## config.mk

```make
export PLATFORM = sky130hd
export DESIGN_NAME = mitchell_antilog
export DESIGN_NICKNAME = d
export VERILOG_FILES = /design/src/rtl/agc_pkg.sv /design/src/rtl/mitchell_antilog_shift.sv /design/src/rtl/mitchell_antilog.sv
export SDC_FILE = /design/constraint.sdc
export NUM_CORES = 1
export LEC_CHECK = 0
export BUFFER_PORTS_ARGS = -buffer_cell sky130_fd_sc_hd__buf_4
export CAP_MARGIN = 20
export CELL_PAD_IN_SITES_DETAIL_PLACEMENT = 0
export CELL_PAD_IN_SITES_GLOBAL_PLACEMENT = 2
export CORE_UTILIZATION = 35
export CTS_BUF_LIST = sky130_fd_sc_hd__clkbuf_4 sky130_fd_sc_hd__clkbuf_8
export DETAILED_ROUTE_END_ITERATION = 6
export PLACE_DENSITY_LB_ADDON = 0.1
export SLEW_MARGIN = 40
export SYNTH_ARGS = -nofsm -noshare
export SYNTH_HDL_FRONTEND = slang
export SYNTH_SLANG_ARGS = --single-unit
```

## constraint.sdc

```tcl
create_clock -name clk -period 7 [get_ports clk]
set_input_delay 0.7 -clock clk [delete_from_list [all_inputs] [get_ports clk]]
set_output_delay 0.7 -clock clk [all_outputs]
set_load 0.02 [all_outputs]
```

## src/rtl/agc_pkg.sv

```systemverilog
// Shared constants and the {k, f} log-word type for the log/antilog paths.
package agc_pkg;

  localparam int unsigned DATA_WIDTH_DEF = 16;
  localparam int unsigned FRAC_W_DEF     = 8;
  localparam int unsigned INT_W_DEF      = 5;
  localparam int unsigned LOG_W_DEF      = INT_W_DEF + FRAC_W_DEF;

  // Log-domain word: characteristic k over fraction f.
  typedef struct packed {
    logic [INT_W_DEF-1:0]  k;
    logic [FRAC_W_DEF-1:0] f;
  } log_word_t;

endpackage

```

## src/rtl/mitchell_antilog_shift.sv

```systemverilog
// Combinational core: shifts the mantissa by k, rounds half up on right
// shifts and clamps to all ones when the result does not fit.
module mitchell_antilog_shift
  import agc_pkg::*;
#(
  parameter int unsigned DATA_WIDTH = DATA_WIDTH_DEF,
  parameter int unsigned FRAC_W     = FRAC_W_DEF,
  parameter int unsigned INT_W      = INT_W_DEF
) (
  input  logic [INT_W-1:0]      k,
  input  logic [FRAC_W:0]       m,
  input  logic                  zero,
  output logic [DATA_WIDTH-1:0] data_c,
  output logic                  sat_c
);

  localparam int unsigned UP_W = DATA_WIDTH + FRAC_W + 1;
  localparam int unsigned DN_W = FRAC_W + 2;

  int unsigned     k_int;
  logic [DN_W-1:0] dn_sum;
  logic [DN_W-1:0] dn_val;
  logic [UP_W-1:0] res;
  logic            overflow;

  always_comb begin
    k_int    = 32'(k);
    dn_sum   = '0;
    dn_val   = '0;
    res      = '0;
    overflow = 1'b0;
    if (k_int >= DATA_WIDTH) begin
      overflow = 1'b1;
    end else if (k_int >= FRAC_W) begin
      res = UP_W'(m) << (k_int - FRAC_W);
    end else begin
      // Add half an output LSB before truncating: round half up.
      dn_sum = DN_W'(m) + (DN_W'(1) << (FRAC_W - k_int - 1));
      dn_val = dn_sum >> (FRAC_W - k_int);
      res    = UP_W'(dn_val);
    end
    if (res[UP_W-1:DATA_WIDTH] != '0) begin
      overflow = 1'b1;
    end
    if (zero) begin
      data_c = '0;
      sat_c  = 1'b0;
    end else if (overflow) begin
      data_c = '1;
      sat_c  = 1'b1;
    end else begin
      data_c = res[DATA_WIDTH-1:0];
      sat_c  = 1'b0;
    end
  end

endmodule

```

## src/rtl/mitchell_antilog.sv

```systemverilog
// Two-stage valid/ready pipeline converting a Mitchell log2 word {k, f}
// back to a saturated linear value, with a saturation event counter.
module mitchell_antilog
  import agc_pkg::*;
#(
  parameter int unsigned DATA_WIDTH = DATA_WIDTH_DEF,
  parameter int unsigned FRAC_W     = FRAC_W_DEF,
  parameter int unsigned INT_W      = INT_W_DEF
) (
  input  logic                    clk,
  input  logic                    rst,
  input  logic                    in_valid,
  output logic                    in_ready,
  input  logic [INT_W+FRAC_W-1:0] in_log,
  input  logic                    in_zero,
  output logic                    out_valid,
  input  logic                    out_ready,
  output logic [DATA_WIDTH-1:0]   out_data,
  output logic                    out_sat,
  output logic [15:0]             sat_count,
  input  logic                    sat_count_clr
);

  localparam int unsigned LOG_W = INT_W + FRAC_W;
  localparam int unsigned CNT_W = 16;

  logic                  s1_valid_q, s1_valid_d;
  logic [INT_W-1:0]      s1_k_q, s1_k_d;
  logic [FRAC_W:0]       s1_m_q, s1_m_d;
  logic                  s1_zero_q, s1_zero_d;
  logic                  s2_valid_q, s2_valid_d;
  logic [DATA_WIDTH-1:0] s2_data_q, s2_data_d;
  logic                  s2_sat_q, s2_sat_d;
  logic [CNT_W-1:0]      sat_count_q, sat_count_d;

  logic                  s1_load_c;
  logic                  s2_load_c;
  logic                  out_xfer_c;
  logic [DATA_WIDTH-1:0] shift_data_c;
  logic                  shift_sat_c;

  mitchell_antilog_shift #(
    .DATA_WIDTH (DATA_WIDTH),
    .FRAC_W     (FRAC_W),
    .INT_W      (INT_W)
  ) u_shift (
    .k      (s1_k_q),
    .m      (s1_m_q),
    .zero   (s1_zero_q),
    .data_c (shift_data_c),
    .sat_c  (shift_sat_c)
  );

  // Stage advance, data capture and saturation counter next-state.
  always_comb begin
    s2_load_c   = !s2_valid_q || out_ready;
    s1_load_c   = !s1_valid_q || s2_load_c;
    out_xfer_c  = s2_valid_q && out_ready;
    s1_valid_d  = s1_valid_q;
    s1_k_d      = s1_k_q;
    s1_m_d      = s1_m_q;
    s1_zero_d   = s1_zero_q;
    s2_valid_d  = s2_valid_q;
    s2_data_d   = s2_data_q;
    s2_sat_d    = s2_sat_q;
    sat_count_d = sat_count_q;

    if (s1_load_c) begin
      s1_valid_d = in_valid;
      if (in_valid) begin
        s1_k_d    = in_log[LOG_W-1:FRAC_W];
        s1_m_d    = {1'b1, in_log[FRAC_W-1:0]};
        s1_zero_d = in_zero;
      end
    end

    // Bubbles leave the last result in place so out_data stays quiet.
    if (s2_load_c) begin
      s2_valid_d = s1_valid_q;
      if (s1_valid_q) begin
        s2_data_d = shift_data_c;
        s2_sat_d  = shift_sat_c;
      end
    end

    if (sat_count_clr) begin
      sat_count_d = '0;
    end else if (out_xfer_c && s2_sat_q && (sat_count_q != '1)) begin
      sat_count_d = sat_count_q + CNT_W'(1);
    end
  end

  always_ff @(posedge clk) begin
    if (rst) begin
      s1_valid_q  <= 1'b0;
      s1_k_q      <= '0;
      s1_m_q      <= '0;
      s1_zero_q   <= 1'b0;
      s2_valid_q  <= 1'b0;
      s2_data_q   <= '0;
      s2_sat_q    <= 1'b0;
      sat_count_q <= '0;
    end else begin
      s1_valid_q  <= s1_valid_d;
      s1_k_q      <= s1_k_d;
      s1_m_q      <= s1_m_d;
      s1_zero_q   <= s1_zero_d;
      s2_valid_q  <= s2_valid_d;
      s2_data_q   <= s2_data_d;
      s2_sat_q    <= s2_sat_d;
      sat_count_q <= sat_count_d;
    end
  end

  assign in_ready  = s1_load_c;
  assign out_valid = s2_valid_q;
  assign out_data  = s2_data_q;
  assign out_sat   = s2_sat_q;
  assign sat_count = sat_count_q;

endmodule

```

== Yosys cells after proc, flatten, opt, wreduce, memory -nomap -nowiden ==
Cells that the tools add are included.
Cells by class
  add/sub/neg operators: 5
  eq/ne operators: 1
  reductions and logical operators: 11
  multiplexer cells: 8
  magnitude comparators: 2
  shift-type cells: 3
Operators with widths (count)
  2-to-1 mux 25 bit: 2
  2-to-1 mux 16 bit: 2
  << shifter 1 x 32 -> 10 bit (first input constant): 1
  << shifter 9 x 32 -> 25 bit: 1
  right shift 10 x 32 -> 10 bit: 1
  subtractor 32 x 1 -> 32 bit (second input constant): 1
  adder 16 x 1 -> 16 bit (second input constant): 1
  inequality test 16 bit (second input constant): 1
  adder 9 x 10 -> 10 bit: 1
  nonzero test 9 bit: 1
  subtractor 4 x 5 -> 6 bit (first input constant): 1
  subtractor 5 x 4 -> 6 bit (second input constant): 1
  >= comparator 5 x 4 -> 1 bit (second input constant): 1
  >= comparator 5 bit (second input constant): 1
  2-to-1 mux 1 bit: 4
  AND reduction 2 bit: 2
  logical AND 1 bit: 3
  zero test 1 bit: 2
  logical OR 1 bit: 2
  OR reduction 2 bit: 1
Storage, ports and cells
  input port bits: 19
  output and inout port bits: 35
  flip-flop bits (word level): 50
  logic and storage cells: 38

== Logic depth before layout (Yosys ltp) ==
  depth after elaboration: 11
  gate-level depth with buffers: 27
  gate-level depth less buffers: 24

== Cells and area by module ==
Synthesis repeated with hierarchy kept, for this count alone.
Second synthesis, totals
  cells, all modules: 591
  area, all modules: 4420.5 µm²
Modules (own cells, without submodules)
  mitchell_antilog_shift: area each 2409.8 µm², cells an instance 345, instances 1, seq. area each 0.0 µm²
  mitchell_antilog: area each 2010.7 µm², cells an instance 246, instances 1, seq. area each 1001.0 µm²

== Least setup slack after synthesis ==
Ideal clock, no wire load.
  path type: register -> register
  from: register s1_k_q[3]
  to: register s2_data_q[2], in the netlist out_data[2]
  period minus slack after synthesis: 5.339 ns
  required time: 6.876 ns
  arrival time: 5.215 ns
  cell stages (with the launch flop): 23
  path slack: 1.661 ns
  buffers on the path: 3
  library setup time: 0.124 ns
  cell sequence: dfxtp_1 clkbuf_1 inv_1 clkbuf_1 ha_1 a21oi_2 inv_1 clkbuf_1 ha_1 nor4_1 nand4b_1 a2111oi_2 nand3b_1 nor3_1 ha_1 or4_1 o21ai_0 nor2_1 xnor2_1 mux2i_1 a311o_1 a31oi_1 o21ai_0
Between the ends
  word-level cells in the longest chain between the ends: 9
  elaborated cells on any way between the ends: 16
  those cells by class: 4 x add/sub; 2 x order compare; 3 x shift; 6 x mux; 1 x reduce/logical
Ends and longest elaborated chain
  from (decl): line mitchell_antilog.sv:28  | logic [INT_W-1:0] s1_k_q, s1_k_d;
  from (signal assigned): line mitchell_antilog.sv:105  | s1_k_q <= s1_k_d;
  subtractor 4 x 5 -> 6 bit: line mitchell_antilog_shift.sv:38, mitchell_antilog_shift.sv:39
  subtractor 32 x 1 -> 32 bit: line mitchell_antilog_shift.sv:38  | dn_sum = DN_W'(m) + (DN_W'(1) << (FRAC_W - k_int - 1));
  << shifter 1 x 32 -> 10 bit: line mitchell_antilog_shift.sv:38
  adder 9 x 10 -> 10 bit: line mitchell_antilog_shift.sv:38
  right shift 10 x 32 -> 10 bit: line mitchell_antilog_shift.sv:39  | dn_val = dn_sum >> (FRAC_W - k_int);
  2-to-1 mux 25 bit: line mitchell_antilog_shift.sv:34  | end else if (k_int >= FRAC_W) begin
  2-to-1 mux 25 bit: line mitchell_antilog_shift.sv:32  | if (k_int >= DATA_WIDTH) begin
  2-to-1 mux 16 bit (*): line mitchell_antilog_shift.sv:48  | end else if (overflow) begin
  2-to-1 mux 16 bit (*): line mitchell_antilog_shift.sv:45  | if (zero) begin
  to (signal assigned): line mitchell_antilog.sv:109  | s2_data_q <= s2_data_d;
  to (decl): line mitchell_antilog.sv:32  | logic [DATA_WIDTH-1:0] s2_data_q, s2_data_d;
Mark *: on every way between the ends. The rest lies on a longest branch, timed or not.
A chain may end at the register's enable or synchronous reset.

== Worst setup path after layout ==
  from: register s1_k_q[0]
  to: register s2_data_q[1], in the netlist out_data[1]
Same word-level chain as after synthesis.

==> flow_metrics.py <==
metrics = {
    "global_route": {
        "grt_usage_pct": 21.14,
        "gr-total-overflow": 0,
        "grt_pass1_wl_mm": 20.91,
        "grt_start_max_net_pins": 33,
        "grt_antenna_before_repair": 0,
        "grt_pass1_vias": 3946,
    },
    "finish": {
        "fillCellCount": 1215,
        "area_delta_synth_final_pct": 15.16,
        "final_nets": 623,
        "final_cell_mix": "nand2_1 (82), buf_4 (67), a21oi_1 (51)",
        "antenna_cells": 0,
        "layout_commonest_cell": "nand2_1",
        "drive_above_1_share_pct": 17.70,
    },
    "placed_design": {
        "place.gp.congestion": 0.8368,
        "numPortBuffers": 53,
        "dpl.hpwl_mm": 9.559,
        "dp_slack_ns": 0.9672,
    },
    "setup_path": {
        "r2r_start": "s1_k_q[0]",
        "cp-startpoint": "s1_k_q[0]",
        "worst-r2r-cell-count": 24,
        "critical_path_class": "reg2reg",
        "critPathArrivalTime_ns": 6.30,
        "setup.worst_path.start_class": "flop",
        "crit_path_end_kind": "flop",
        "required_ns": 7.22,
        "path_max_fanout": 12,
    },
    "clock_tree": {
        "cts_setup_buffers": 0,
        "cts_made_buffers": 5,
        "cts_hold_buf": 0,
        "cts_sinks": 50,
        "root_buffer": "clkbuf_8",
        "htree_num_levels": 2,
        "clockBufferDepth": 2,
        "path_clk_slew_ns": 0.09,
        "clock_latency_ns": 0.32,
        "post_cts_resized": 0,
        "cts_tree": "done",
    },
    "detailed_routing": {
        "vias": 4138,
        "wl_mm": 12.53,
        "drtIter0Drc": 273,
        "vias_per_cell": 5.708,
        "firstDrtPassIters": 4,
        "drtAntennaViolNets": 0,
        "drt-wirelength-per-cell_um": 17.28,
        "drc": 0,
    },
    "timing": {
        "rsz0062_at_grt": "false",
        "fin_crit_ns": 6.079,
        "fin_crit_sh_pct": 86.84,
        "fin_worst_skew_ns": 0.01299,
        "final.setup.tns_ns": 0,
        "report.final.slew_viol_count": 0,
        "setup_violations": 0,
        "fin_ws_ns": 0.9214,
        "slew_headroom_pct": 47.62,
        "max_slew.worst_pin.slew_ns": 0.7801,
        "final_hold_viol_count": 0,
        "max_freq_ghz": 0.1645,
    },
    "synthesis": {
        "synth_top_area_share_pct": 24.25,
        "syn_area_um2": 4128,
        "yosysWarningCount": 0,
        "synth_edf_count": 0,
        "syn_nets": 588,
        "synth.area.top_cells": "dfxtp_1 (24%), nand2_1 (7.5%), ha_1 (6.4%)",
        "synthFlopType": "dfxtp_1",
        "synth_cell_types": 71,
        "synth-async-reset-ratio_pct": 0,
        "yosys.area.top_type": "dfxtp_1",
        "avgSynthCellArea_um2": 7.546,
        "synth.yosys.seq_area_share_pct": 24.25,
        "synth_cells": 547,
        "ys_seq_elements": 50,
    },
    "floorplanning": {
        "die_w_um": 110.6,
        "dieArea_um2": 12230,
        "rows": 39,
        "core_um2": 11470,
        "die_h_um": 110.6,
        "io_pins": 54,
        "floorplan.initialDensity_pct": 36.00,
    },
    "pwr": {
        "power_density_nw_per_um2": 152.0,
        "ir_drop_mv": 0.1219,
        "power_frac_seq_pct": 42.5,
        "p_comb_share_pct": 28.4,
        "p_int_uw": 487.3,
        "p_switching_uw": 235.1,
        "leakagePower_nw": 1.783,
        "swShare_pct": 32.54,
        "clockPowerShare_pct": 29.1,
    },
    "min_path": {
        "hold_path.class": "reg2reg",
        "min_from": "out_sat",
        "whs_path_depth": 2,
    },
    "outcome": {
        "outcome": "complete, no violations",
    },
    "run": {
        "cap_viol_max_count": 0,
    },
}
==> metal layers <==
metal | track usage (%) | part of all wire (%) | wire (µm)
met2 | 32.84 | 46 | 5707
met4 | 7.467 | 2.5 | 308
met3 | 3.403 | 4.1 | 509
met1 | 29.46 | 48 | 5998
met5 | 0 | 0 | 0
==> final cells by class <==
cell class	instances	area, µm²	area share, %
clock buffers	6	82.58	1.737
inverters	14	52.55	1.106
clock inverters	1	30.03	0.6317
multi-input cells	444	2905	61.12
repair buffers	67	503.0	10.58
flip-flops and latches	50	1001	21.06
well taps	143	178.9	3.764
==> stage by stage <==
| step | instances | hold WS, ns | instance area (µm²) | utilization, % | power [mW] |
|---|---|---|---|---|---|
| after floorplan | 547 | 0.4676 | 4128 | - | 0.4571 |
| after global placement | 718 | 0.4479 | 4631 | 40.38 | 0.5190 |
| after detailed placement | 718 | 0.4659 | 4631 | 40.38 | 0.5188 |
| after CTS | 725 | 0.4880 | 4743 | 41.36 | 0.7357 |
| after global routing | 725 | 0.5119 | 4753 | 41.45 | 0.7695 |
| final | 725 | 0.4906 | 4753 | 41.45 | 0.7224 |
==> power by group through the flow <==
stage	Combinational, mW	Sequential [mW]	Clock [mW]
2_1_floorplan	0.144	0.313	0
3_3_place_gp	0.205	0.314	0
3_5_place_dp	0.205	0.314	0
4_1_cts	0.206	0.307	0.223
5_1_grt	0.228	0.309	0.233
6_report	0.205	0.307	0.211
==> synthesized netlist by cell type (all sizes together) (3+ instances only) <==
library cell,instances
nand2,82
a21oi,55
dfxtp,50
nor2,47
o21ai,26
clkbuf,23
ha,21
buf,16
nor3,16
nand3,15
inv,14
mux2i,14
xor2,13
xnor2,10
nand4,9
a22oi,8
and3,8
nand2b,8
or3,8
nor4,7
a211o,6
nor2b,6
a31oi,5
mux2,5
mux4,5
o22ai,5
a2111oi,4
o211ai,4
o21a,4
o31ai,4
or2,4
o31a,3
o41ai,3
==> state kept, by name (all words and copies together) (netlist names) <==
name and count:
out_data 16, out_sat 1, out_valid 1, s1_k_q 5
s1_m_q 9, s1_valid_q 1, s1_zero_q 1, sat_count 16
==> logic make-up after synthesis <==
group           count (synthesis)  share of synthesized area, %
buf+inv                        53                         5.608
simple gates                  221                         25.67
xor+xnor                       23                         4.880
compound gates                154                         25.25
flops                          50                         24.25
mux                            24                         7.487
fa+ha+maj                      22                         6.851
==> critical path, cell delays in order, from the launching register on <==
cell and delay, ns:
dfxtp_1 0.45, inv_1 0.11, ha_1 0.36, xnor2_1 0.68, nor3_2 0.13, buf_4 0.20, nand2_1 0.07, ha_1 0.14
nand4_1 0.10, nor4_1 0.19, nand4b_1 0.20, a2111oi_2 0.49, nand3b_1 0.19, nor2_1 0.14, ha_1 0.19, inv_1 0.06
fa_1 0.39, nand2b_1 0.20, a21oi_1 0.21, o221ai_1 0.17, xor2_1 0.45, mux2i_1 0.16, mux2i_1 0.26, o22ai_1 0.15
a211o_1 0.27
==> final timing paths <==
path	to	slack (ns)
setup reg to reg	out_data[1]	0.92
hold / removal	out_sat	0.49
hold reg to reg	out_sat	0.49
setup / recovery	out_data[1]	0.92
Note: power is estimated with default switching activity, not from simulation.
